## config.mk

```make
export PLATFORM = sky130hd
export DESIGN_NAME = camera_capture_pack
export DESIGN_NICKNAME = d
export VERILOG_FILES = /design/src/rtl/camera_capture_pack.sv
export SDC_FILE = /design/constraint.sdc
export NUM_CORES = 1
export LEC_CHECK = 0
export CORE_ASPECT_RATIO = 0.8
export CORE_MARGIN = 5
export CORE_UTILIZATION = 30
export CTS_BUF_LIST = sky130_fd_sc_hd__clkbuf_4 sky130_fd_sc_hd__clkbuf_8
export DETAILED_ROUTE_END_ITERATION = 7
export SYNTH_ARGS = -nofsm -noshare
export SYNTH_HDL_FRONTEND = slang
export SYNTH_SLANG_ARGS = --single-unit
```

## constraint.sdc

```tcl
create_clock -name camera_pclk -period 9.3 [get_ports camera_pclk]
set_input_delay 2.79 -clock camera_pclk [delete_from_list [all_inputs] [get_ports camera_pclk]]
set_output_delay 2.79 -clock camera_pclk [all_outputs]
set_load 0.01 [all_outputs]
```

## src/rtl/camera_capture_pack.sv

```systemverilog
// -----------------------------------------------------------------------------
// camera_capture_pack
//
// Purpose:
//   Captures a DVP-style CMOS sensor stream (vsync / href / data) in the pixel
//   clock domain and packs IN_W-bit samples into OUT_W-bit words for the DDR
//   write FIFO. A configurable number of start-up frames is discarded after the
//   sensor register configuration reports completion. Words left incomplete at
//   the end of a line are flushed zero-padded, and frame/line status is
//   reported alongside the data path.
//
// Parameters:
//   IN_W        sample width per pclk
//   OUT_W       packed word width; must be a multiple of IN_W
//   SKIP_FRAMES frames discarded after init_done before capture (0..255)
//   VS_POL      vsync active level (1 = active-high)
//   MSB_FIRST   1: first sample of a word in the top lane; 0: in the bottom lane
//
// Ports:
//   camera_pclk      in   sole clock (pixel clock)
//   sys_rst          in   asynchronous, active-high reset
//   init_done        in   sensor configuration complete (other clock domain)
//   camera_vsync     in   frame sync
//   camera_href      in   line valid
//   camera_data      in   pixel sample, IN_W bits
//   ddr_wren         out  one-cycle write strobe
//   ddr_data_camera  out  packed word, valid with ddr_wren, held otherwise
//   frame_sync       out  one-cycle pulse per vsync leading edge while capturing
//   capture_active   out  high while in the CAPTURE state
//   line_count       out  lines completed in the current frame (saturating)
//   partial_flush    out  pulses with ddr_wren for a zero-padded partial word
//
// Optional build macro CAPTURE_STATS_EN adds:
//   frame_count      out  16-bit count of vsync leading edges seen in CAPTURE
//   last_frame_words out  32-bit write count of the frame that just ended
// -----------------------------------------------------------------------------
module camera_capture_pack #(
  parameter int IN_W        = 8,
  parameter int OUT_W       = 64,
  parameter int SKIP_FRAMES = 10,
  parameter int VS_POL      = 1,
  parameter int MSB_FIRST   = 1
) (
  input  logic             camera_pclk,
  input  logic             sys_rst,
  input  logic             init_done,
  input  logic             camera_vsync,
  input  logic             camera_href,
  input  logic [IN_W-1:0]  camera_data,
  output logic             ddr_wren,
  output logic [OUT_W-1:0] ddr_data_camera,
  output logic             frame_sync,
  output logic             capture_active,
  output logic [15:0]      line_count,
  output logic             partial_flush
`ifdef CAPTURE_STATS_EN
  ,
  output logic [15:0]      frame_count,
  output logic [31:0]      last_frame_words
`endif
);

  // OUT_W % IN_W == 0 is a usage requirement; RATIO truncates otherwise.
  localparam int RATIO  = OUT_W / IN_W;
  localparam int FILL_W = (RATIO > 1) ? $clog2(RATIO) : 1;

  localparam logic [FILL_W-1:0] LAST_FILL = FILL_W'(RATIO - 1);
  localparam logic [7:0]        SKIP_LAST = 8'(SKIP_FRAMES);
  localparam logic              VS_ACTIVE = (VS_POL != 0);

  typedef enum logic [1:0] {
    WAIT_INIT = 2'd0,
    SKIP      = 2'd1,
    CAPTURE   = 2'd2
  } state_e;

  state_e state_q;

  // init_done crosses in from the configuration domain.
  logic init_meta_q;
  logic init_s_q;

  // Registered copies of the sensor pins and their previous values for edge
  // detection.
  logic            vs_q;
  logic            vs_prev_q;
  logic            href_q;
  logic            href_prev_q;
  logic [IN_W-1:0] data_q;

  logic [FILL_W-1:0] fill_q;
  logic [OUT_W-1:0]  pack_q;
  logic [7:0]        skip_q;

  logic             wren_q;
  logic             pflush_q;
  logic             fsync_q;
  logic [OUT_W-1:0] wdata_q;
  logic [15:0]      line_q;

  // ---------------------------------------------------------------------------
  // Event decode
  // ---------------------------------------------------------------------------
  logic vs_act;
  logic vs_lead;
  logic href_fall;
  logic abort;
  logic in_capture;
  logic sample_en;
  logic word_full;
  logic flush;
  logic wr_d;
  logic enter_capture;
  logic frame_lead;
  logic line_inc;

  assign vs_act    = (vs_q == VS_ACTIVE);
  assign vs_lead   = vs_act && (vs_prev_q != VS_ACTIVE);
  assign href_fall = href_prev_q && !href_q;

  // Losing init_s while active abandons everything in flight, including a
  // word that would otherwise complete on this very cycle.
  assign abort      = !init_s_q && (state_q != WAIT_INIT);
  assign in_capture = (state_q == CAPTURE) && !abort;

  assign sample_en = in_capture && href_q && !vs_act;
  assign word_full = sample_en && (fill_q == LAST_FILL);
  // href_q is low on a falling edge, so a flush never coincides with a sample.
  assign flush     = in_capture && href_fall && (fill_q != '0);
  assign wr_d      = word_full || flush;

  // The edge that moves SKIP into CAPTURE already counts as a capture frame
  // start for frame_sync and line_count.
  assign enter_capture = (state_q == SKIP) && !abort && vs_lead &&
                         (skip_q == SKIP_LAST);
  assign frame_lead    = enter_capture || (in_capture && vs_lead);
  assign line_inc      = in_capture && href_fall && (line_q != 16'hFFFF);

  // Packing register with the current sample merged into its lane. On a flush
  // no sample is merged, so this equals pack_q and serves both write kinds.
  logic [FILL_W-1:0] lane_sel;
  logic [OUT_W-1:0]  pack_d;

  // NOTE: every variable driven here gets a default first, otherwise a path
  // that skips the assignment would infer a latch.
  always_comb begin
    lane_sel = (MSB_FIRST != 0) ? (LAST_FILL - fill_q) : fill_q;
    pack_d   = pack_q;
    if (sample_en) begin
      pack_d[int'(lane_sel)*IN_W +: IN_W] = data_q;
    end
  end

  // ---------------------------------------------------------------------------
  // Input registers, control FSM and packing datapath
  // ---------------------------------------------------------------------------
  // NOTE: state is updated with non-blocking assignments so every register
  // samples the pre-edge values regardless of statement order.
  always_ff @(posedge camera_pclk or posedge sys_rst) begin
    if (sys_rst) begin
      state_q     <= WAIT_INIT;
      init_meta_q <= 1'b0;
      init_s_q    <= 1'b0;
      vs_q        <= 1'b0;
      vs_prev_q   <= 1'b0;
      href_q      <= 1'b0;
      href_prev_q <= 1'b0;
      data_q      <= '0;
      fill_q      <= '0;
      // NOTE: the packing register is a plain register, not a RAM, so it is
      // reset; a stale lane would otherwise leak into the first padded flush.
      pack_q      <= '0;
      skip_q      <= '0;
      wren_q      <= 1'b0;
      pflush_q    <= 1'b0;
      fsync_q     <= 1'b0;
      wdata_q     <= '0;
      line_q      <= '0;
    end else begin
      init_meta_q <= init_done;
      init_s_q    <= init_meta_q;
      vs_q        <= camera_vsync;
      vs_prev_q   <= vs_q;
      href_q      <= camera_href;
      href_prev_q <= href_q;
      data_q      <= camera_data;

      wren_q   <= wr_d;
      pflush_q <= flush;
      fsync_q  <= frame_lead;
      if (wr_d) begin
        wdata_q <= pack_d;
      end

      // A vsync edge wins over a same-cycle href fall: the flushed line
      // belongs to the frame that is ending.
      if (frame_lead) begin
        line_q <= '0;
      end else if (line_inc) begin
        line_q <= line_q + 16'd1;
      end

      if (abort) begin
        state_q <= WAIT_INIT;
        fill_q  <= '0;
        pack_q  <= '0;
        skip_q  <= '0;
      end else begin
        case (state_q)
          WAIT_INIT: begin
            skip_q <= '0;
            if (init_s_q) begin
              state_q <= SKIP;
            end
          end
          SKIP: begin
            if (vs_lead) begin
              skip_q <= skip_q + 8'd1;
              if (skip_q == SKIP_LAST) begin
                state_q <= CAPTURE;
              end
            end
          end
          CAPTURE: begin
            if (wr_d) begin
              pack_q <= '0;
              fill_q <= '0;
            end else if (sample_en) begin
              pack_q <= pack_d;
              fill_q <= fill_q + FILL_W'(1);
            end
          end
          default: state_q <= WAIT_INIT;
        endcase
      end
    end
  end

  assign ddr_wren        = wren_q;
  assign ddr_data_camera = wdata_q;
  assign frame_sync      = fsync_q;
  assign capture_active  = (state_q == CAPTURE);
  assign line_count      = line_q;
  assign partial_flush   = pflush_q;

`ifdef CAPTURE_STATS_EN
  // ---------------------------------------------------------------------------
  // Frame statistics. Counting uses the write decision rather than the
  // registered strobe so a write coinciding with vs_lead lands in the frame
  // that is ending.
  // ---------------------------------------------------------------------------
  logic [15:0] frame_cnt_q;
  logic [31:0] run_words_q;
  logic [31:0] last_words_q;
  logic [31:0] run_words_inc;

  assign run_words_inc = run_words_q + 32'(wr_d);

  always_ff @(posedge camera_pclk or posedge sys_rst) begin
    if (sys_rst) begin
      frame_cnt_q  <= '0;
      run_words_q  <= '0;
      last_words_q <= '0;
    end else if (!in_capture) begin
      run_words_q <= '0;
    end else if (vs_lead) begin
      frame_cnt_q  <= frame_cnt_q + 16'd1;
      last_words_q <= run_words_inc;
      run_words_q  <= '0;
    end else begin
      run_words_q <= run_words_inc;
    end
  end

  assign frame_count      = frame_cnt_q;
  assign last_frame_words = last_words_q;
`endif

endmodule

```

# Word level (Yosys, flattened, before mapping)
# Cells that the tools add are included.
dict set report totals {
  regBits 174
  in_bits 13
  output_inout_bits 84
  word_cells 83
}
dict set report op_classes {
  n_addsub 5
  n_eq_ne 9
  shifts 2
  muxes 20
  bitwise 1
  reduce_logical 30
}
# operator n
set ops {}
lappend ops {{64-bit two-way mux} 5}
lappend ops {{64-bit bitwise mux} 1}
lappend ops {{8-bit by 33-bit variable shift with 64-bit output, first input constant} 1}
lappend ops {{8-bit by 33-bit variable part select with 64-bit output} 1}
lappend ops {{6-bit negator with 33-bit output} 1}
lappend ops {{16-bit two-way mux} 2}
lappend ops {{16-bit by 1-bit adder with 16-bit output, second input constant} 1}
lappend ops {{8-bit two-way mux} 2}
lappend ops {{16-bit != test, second input constant} 1}
lappend ops {{8-bit one-hot mux with 2 select lines} 1}
lappend ops {{1-bit logical AND} 14}
lappend ops {{3-bit two-way mux} 4}
lappend ops {{3-bit nonzero test} 3}
lappend ops {{8-bit by 1-bit adder with 8-bit output, second input constant} 1}
lappend ops {{8-bit by 4-bit equality test with 1-bit output, second input constant} 1}
lappend ops {{2-bit two-way mux} 4}
lappend ops {{3-bit != test, second input constant} 2}
lappend ops {{2-bit one-hot mux with 3 select lines} 1}
lappend ops {{2-bit nonzero test} 3}
lappend ops {{1-bit zero test} 4}
lappend ops {{2-bit AND reduction} 2}
lappend ops {{4-bit AND reduction} 1}
lappend ops {{3-bit by 1-bit adder with 3-bit output, second input constant} 1}
lappend ops {{3-bit equality test, second input constant} 1}
lappend ops {{other kinds (8)} 9}

# Logic depth before layout (Yosys ltp)
# Gate-level depths: netlist of run 1.
dict set report depth {
  word_depth 11
  ltp_mapped 10
  mapped_depth_nobuf 8
}

# Worst setup path after synthesis of run 1
# No wires, ideal clock.
dict set report synth_timing {
  kind {register to output}
  startpoint {reg state_q[0]}
  endpoint {out capture_active}
  t_arrival_ns 0.800
  required_time_ns 6.510
  setup_slack_ns 5.710
  path_stages_with_launch 3
  n_path_buf 1
  cell_sequence {dfrtp_1 clkbuf_1 nor2_1}
}
dict set report synth_via {
  elab_chain_cells 1
}
# element line_no
set synth_rtl {}
lappend synth_rtl {{from (decl)} 77} ;# state_e state_q;
lappend synth_rtl {{from (signal assigned)} 161} ;# state_q <= WAIT_INIT;
lappend synth_rtl {{from (signal assigned)} 204} ;# state_q <= WAIT_INIT;
lappend synth_rtl {{from (signal assigned)} 213} ;# state_q <= SKIP;
lappend synth_rtl {{2-bit equality test} 242} ;# assign capture_active = (state_q == CAPTURE);
lappend synth_rtl {{to (decl)} 53} ;# output logic capture_active,
# Every way passes these cells.

# Worst setup path in the final report of run 1
dict set report layout_timing {
  startpoint {reg state_q[1]}
  endpoint {out capture_active}
}
# The elaborated chain is that of the path after synthesis.

==> results of run 1 <==
==> state kept, by name, indices dropped and copies added (netlist names), 2 cells and up <==
signal and flops:
data_q 8, skip_q 8, state_q 2, pack_q 64, ddr_data_camera 64, fill_q 3, line_count 16
==> synth_stat cells (3+ instances only) <==
master	count	area share, %
or3_1	6	0.46
a31oi_1	29	2.2
mux2_2	6	0.84
nor2b_1	4	0.31
and2_1	20	1.5
o21ai_0	51	3.2
buf_1	4	0.19
nor2_1	15	0.70
nand3_1	54	3.3
o2bb2ai_2	3	0.56
nor4_1	4	0.31
buf_2	15	0.93
buf_4	6	0.56
and3_1	5	0.39
a21boi_0	6	0.56
nor3_1	38	2.4
a32o_1	10	1.2
a222oi_1	4	0.50
o22ai_4	4	0.99
or4_1	11	1.0
nand2b_1	12	0.93
nand4_1	7	0.54
nand2_1	27	1.3
o21a_1	3	0.28
o31ai_1	12	1.1
nor2_2	3	0.23
a21oi_1	20	1.2
nand4_2	3	0.46
ha_1	9	1.4
inv_1	13	0.60
and4_1	4	0.43
a22o_1	59	6.4
mux2i_1	23	2.8
dfrtp_1	174	54
clkbuf_1	16	0.74
buf_6	6	0.84
==> power by group through the flow <==
| stage | combinational (W) | sequential [W] | clock [W] |
|---|---|---|---|
| 2_1_floorplan | 0.0000296 | 0.000777 | 0 |
| 3_5_place_dp | 0.0000408 | 0.000786 | 0 |
| 4_1_cts | 0.0000407 | 0.000771 | 0.000530 |
| 6_report | 0.0000394 | 0.000771 | 0.000518 |
| 3_3_place_gp | 0.0000401 | 0.000786 | 0 |
| 5_1_grt | 0.0000448 | 0.000772 | 0.000564 |
==> cell type report <==
cell class / instances / area [sq um]
clock buffers: 20 / 269.0
clock inverters: 11 / 110.1
fillers: 2652 / 16750
inverters: 15 / 61.31
multi-input cells: 486 / 3413
flip-flops and latches: 174 / 4354
well taps: 357 / 446.7
repair buffers: 100 / 991.0
==> how the worst max path moves through the flow <==
stage                          start             endpoint
after global placement       sys_rst  ddr_data_camera[34]
after detailed placement     sys_rst           pack_q[17]
after floorplan              sys_rst            data_q[0]
final                     state_q[1]       capture_active
after CTS                 state_q[1]       capture_active
after global routing      state_q[1]       capture_active
==> worst reg2reg max path, delay by kind of cell (launching register included) <==
kind / cells / cell delay, ns
DFF: 1 / 0.71
muxes: 1 / 0.41
and+or+nand+nor: 3 / 1.42
buffers and inverters: 2 / 1.39
==> cell usage in the layout (no fill, tap or decap), drive strengths merged, types with 2 or more instances in the layout <==
cell type      instances
a21boi                 6
a21oi                 21
a222oi                 4
a22o                  59
a31oi                 29
a32o                  10
and2                  20
and3                   5
and3b                  2
and4                   4
buf                    4
clkbuf                20
clkdlybuf4s50         96
clkinv                 6
clkinvlp               2
dfrtp                174
ha                     9
inv                   17
mux2                   6
mux2i                 23
nand2                 28
nand2b                12
nand3                 57
nand3b                 3
nand4                 12
nor2                  18
nor2b                  4
nor3                  41
nor3b                  3
nor4                   6
o21a                   3
o21ai                 51
o22ai                  4
o2bb2ai                3
o31ai                 12
or3                    6
or3b                   4
or4                   11
==> logic make-up (layout without fill, tap and decap cells) <==
family	Yosys count	after routing	share of synthesized area, %
flip-flops	174	174	53.85
AO/OA/AOI/OAI	207	207	19.00
multiplexers	29	29	3.682
AND/OR/NAND/NOR	241	241	18.13
adder cells (fa/ha/maj)	9	9	1.393
buffers and inverters	62	146	3.945
==> stage by stage <==
step	util [%]	area, sq um	setup slack, ns	hold slack [ns]
6_report	36.55	9646	4.389	0.3582
5_1_grt	36.55	9646	4.238	0.3791
4_1_cts	36.55	9646	4.377	0.3562
3_5_place_dp	35.11	9266	4.193	0.3364
3_3_place_gp	35.11	9266	4.214	0.3336
2_1_floorplan	-	8087	1.793	0.3312
==> layer usage <==
metal	up-vias	wire, microns	track usage [%]	share of wire [%]
met4	0	335	4.348	1.5
met2	178	8854	19.81	40
met5	-	0	0	0
met3	21	1327	3.594	6.0
li1	2871	-	-	-
met1	3100	11450	22.72	52
==> results.yml, run 1 <==
timing:
  hold_violations: 0
  skew_ns: 0.01302
  finalSetupViolCount: 0
  fin_crit_ns: 4.911
  fin_tns_setup_ns: 0
  relSlewSlack_pct: 30.31
  rsz0062_at_grt: "no"
  slew_viol_final: 0
  max_freq_mhz: 203.6
  fin_crit_sh_pct: 52.80
  worst_pin_slew_ns: 1.045
hold_path:
  worstHoldStart: "init_meta_q"
  hp-class: "register to register"
  hold_end: "init_s_q"
  hold_depth: 0
yosys:
  netlist_area_sq_mm: 0.008087
  yosys_most_used_dff: "dfrtp_1"
  syn_area_per_cell_sq_um: 11.20
  yosys_register_bits: 174
  syn_nets: 744
  yosys_warnings: 0
  synthDistinctLibCells: 64
  ys_seq_area_share_pct: 53.84
  ys_async_sr_fraction_pct: 100.0
  synth-edff-count: 0
  syn_inst: 722
power_and_ir_drop:
  switchingPower_w: 0.0003275
  finalPower_w: 0.001328
  power_frac_comb_pct: 3.0
  p_seq_share_pct: 58.0
  clockPowerShare_pct: 39.0
  p_per_area_mw_per_mm2: 137.7
  intPower_w: 0.001001
  leakagePower_nw: 4.086
  p_sw_share_pct: 24.66
  ir_drop_uv: 80.24
global_route:
  grt_max_degree: 95
  grt_pass1_wl_mm: 35.49
  grt_pass1_vias: 6060
  overflow: 0
  gr-usage-all-layers_pct: 14.61
  antenna_found_initial: 0
worst_setup_path:
  worstReg2RegStart: "init_s_q"
  critical_path.cell_chain: "inv_1 -> nor2_1 -> clkdlybuf4s50_1"
  cp-end-kind: "output pin"
  worst_ep_arrival_time_ns: 2.12
  crit_cells: 3
  worst_setup_path_start_kind: "register"
  r2r_slack_ns: 5.25
  required_ns: 6.51
  critPathTopFamily: "buffers and inverters"
  r2r-end: "ddr_data_camera[41]"
  critPathMaxFanout: 17
  path_class: "register to output pin"
  cp_slowest_cell: "dfrtp_1"
  r2r_cells: 6
  max_stage_delay_ns: 0.69
  crit_buf_inv: 2
clock_network:
  cts-resized-gates: 0
  htree_num_levels: 4
  clk_path_buf_depth: 2
  post_cts_buffers: 0
  cts_buffers: 17
  cts_tree: "done"
  cts.sinks: 174
  cts_hold_buffers: 0
  root_buffer: "clkbuf_8"
  clk_pin_slew_ns: 0.09
  clk_latency_ns: 0.47
die:
  initial_utilization_pct: 30.64
  num_rows: 53
  io_pins: 97
  dieArea_sq_mm: 0.03036
  fp.dieW_microns: 193.6
  core_area_sq_mm: 0.02639
  dieHeight_microns: 156.8
drt:
  wl_per_cell_microns: 18.89
  wirelength_mm: 21.97
  via_count: 6170
  drt_iter0_drc: 474
  vias_per_cell: 5.305
  postRouteAntennaNets: 0
  first_pass_iters: 5
  remaining_drc_errors: 0
finish:
  layout-drive-gt1-share_pct: 9.305
  fin_cells: 1163
  synthToLayoutAreaGrowth_pct: 19.28
  n_antenna_cell: 0
  finalNetCount: 816
placement:
  io_buffers: 96
  globalplace.congestion: 0.8580
  hpwl_mm: 14.78
  dp.cells: 1132
run:
  drv_cap: 0
status:
  status: "finished, final reports clean"
(Power assumes the default switching activity.)
==> run 2, diff against run 1 <==
==> constraint.sdc (replaced) <==
create_clock -name camera_pclk -period 4.69 [get_ports camera_pclk]
set_input_delay 1.407 -clock camera_pclk [delete_from_list [all_inputs] [get_ports camera_pclk]]
set_output_delay 1.407 -clock camera_pclk [all_outputs]
set_load 0.01 [all_outputs]
==> results.yml, run 2 (synthesis gave the netlist of run 1 again) <==
hold_path:
  hp-class: "register to register"
die:
  core_area_sq_mm: 0.02639
  dieArea_sq_mm: 0.03036
  dieHeight_microns: 156.8
  num_rows: 53
  fp.dieW_microns: 193.6
  io_pins: 97
  initial_utilization_pct: 30.64
timing:
  slew_viol_final: 0
  finalSetupViolCount: 0
  rsz0062_at_grt: "no"
  fin_crit_sh_pct: 75.26
  fin_tns_setup_ns: 0
  fin_crit_ns: 3.530
  max_freq_mhz: 283.3
  skew_ns: 0.009901
  relSlewSlack_pct: 35.77
  hold_violations: 0
  worst_pin_slew_ns: 0.9547
clock_network:
  cts_buffers: 17
  clk_path_buf_depth: 2
  root_buffer: "clkbuf_8"
  clk_latency_ns: 0.47
  cts_hold_buffers: 0
  post_cts_buffers: 0
  htree_num_levels: 4
  clk_pin_slew_ns: 0.09
  cts_tree: "done"
  cts.sinks: 174
  cts-resized-gates: 0
power_and_ir_drop:
  power_frac_comb_pct: 2.9
  p_seq_share_pct: 56.3
  switchingPower_w: 0.0006464
  p_per_area_mw_per_mm2: 279.9
  ir_drop_uv: 176.0
  leakagePower_nw: 4.106
  p_sw_share_pct: 23.81
  finalPower_w: 0.002715
  clockPowerShare_pct: 40.8
  intPower_w: 0.002069
global_route:
  antenna_found_initial: 0
  grt_pass1_wl_mm: 35.58
  grt_pass1_vias: 6032
  overflow: 0
  grt_max_degree: 175
  gr-usage-all-layers_pct: 14.66
drt:
  first_pass_iters: 5
  drt_iter0_drc: 527
  remaining_drc_errors: 0
  via_count: 6284
  postRouteAntennaNets: 0
  vias_per_cell: 5.394
  dr_wl_met2_mm: 9.131
  wirelength_mm: 22.21
  dr_wl_met3_mm: 1.295
  top_layer: "met4"
  wl_met1_mm: 11.47
  wl_per_cell_microns: 19.06
finish:
  final_common_cell: "dfrtp_1"
  mostFrequentLayoutCells: "174 x dfrtp_1, 96 x clkdlybuf4s50_1, 59 x a22o_1"
  n_antenna_cell: 0
  layout-drive-gt1-share_pct: 9.530
  synthToLayoutAreaGrowth_pct: 19.96
  finalNetCount: 817
  fin_util_pct: 36.75
worst_setup_path:
  r2r_slack_ns: 1.44
  worst_ep_arrival_time_ns: 2.12
  max_stage_delay_ns: 0.70
  r2r_cells: 6
  cp-end-kind: "output pin"
  cp_slowest_cell: "dfrtp_1"
  cp-startpoint: "state_q[1]"
  setup.worst_path.end: "capture_active"
  critPathMaxFanout: 17
  path_class: "register to output pin"
  worstReg2RegStart: "init_s_q"
  required_ns: 3.28
  critical_path.cell_chain: "inv_1 -> nor2_1 -> clkdlybuf4s50_1"
  r2r-end: "pack_q[58]"
  worst_setup_path_start_kind: "register"
placement:
  globalplace.congestion: 0.8288
  io_buffers: 96
  hpwl_mm: 14.79
run:
  drv_cap: 0
status:
  status: "finished, final reports clean"
-- run 2: power by group through the flow --
stage          clock (W)  sequential, W  combinational, W
2_1_floorplan          0        0.00154         0.0000589
5_1_grt          0.00119        0.00153         0.0000893
4_1_cts          0.00113        0.00153         0.0000810
6_report         0.00111        0.00153         0.0000783
3_5_place_dp           0        0.00156         0.0000809
3_3_place_gp           0        0.00156         0.0000799
-- run 2: critical path: cells and delay by family, from the launching register on --
kind | cells | cell delay [ns]
flip-flops | 1 | 0.70
AND/OR/NAND/NOR | 1 | 0.21
buffers and inverters | 2 | 0.74
-- run 2: through the flow --
stage	worst slack, ns	std cells	instance area [sq um]	hold slack [ns]
final	1.160	1165	9701	0.3463
after floorplan	1.058	722	8090	0.3312
after global routing	1.022	1165	9701	0.3541
after global placement	1.541	1133	9285	0.3351
after detailed placement	1.436	1133	9285	0.3347
after CTS	1.133	1165	9701	0.3532
-- run 2: how the worst min path moves through the flow --
stage / start / to / slack (ns) / cells past startpoint
floorplan: init_meta_q / init_s_q / 0.33 / 0
global placement: init_meta_q / init_s_q / 0.34 / 0
detailed placement: init_meta_q / init_s_q / 0.33 / 0
CTS: init_meta_q / init_s_q / 0.35 / 0
global route: init_meta_q / init_s_q / 0.35 / 0
finish: init_meta_q / init_s_q / 0.35 / 0
-- run 2: per-layer routing --
metal  global-route usage, %  vias up
li1                        -     2886
met1                   22.89     3194
met2                   20.09      182
met3                   3.508       22
met4                   3.842        0
met5                       0        -
-- run 2: final cells by class --
| cell class | instances | area, sq um |
|---|---|---|
| repair buffers | 101 | 1011 |
| flip-flops and latches | 174 | 4354 |
| fillers | 2652 | 16690 |
| multi-input cells | 486 | 3413 |
| clock buffers | 18 | 247.7 |
| well taps | 357 | 446.7 |
| inverters | 15 | 60.06 |
| clock inverters | 14 | 167.7 |
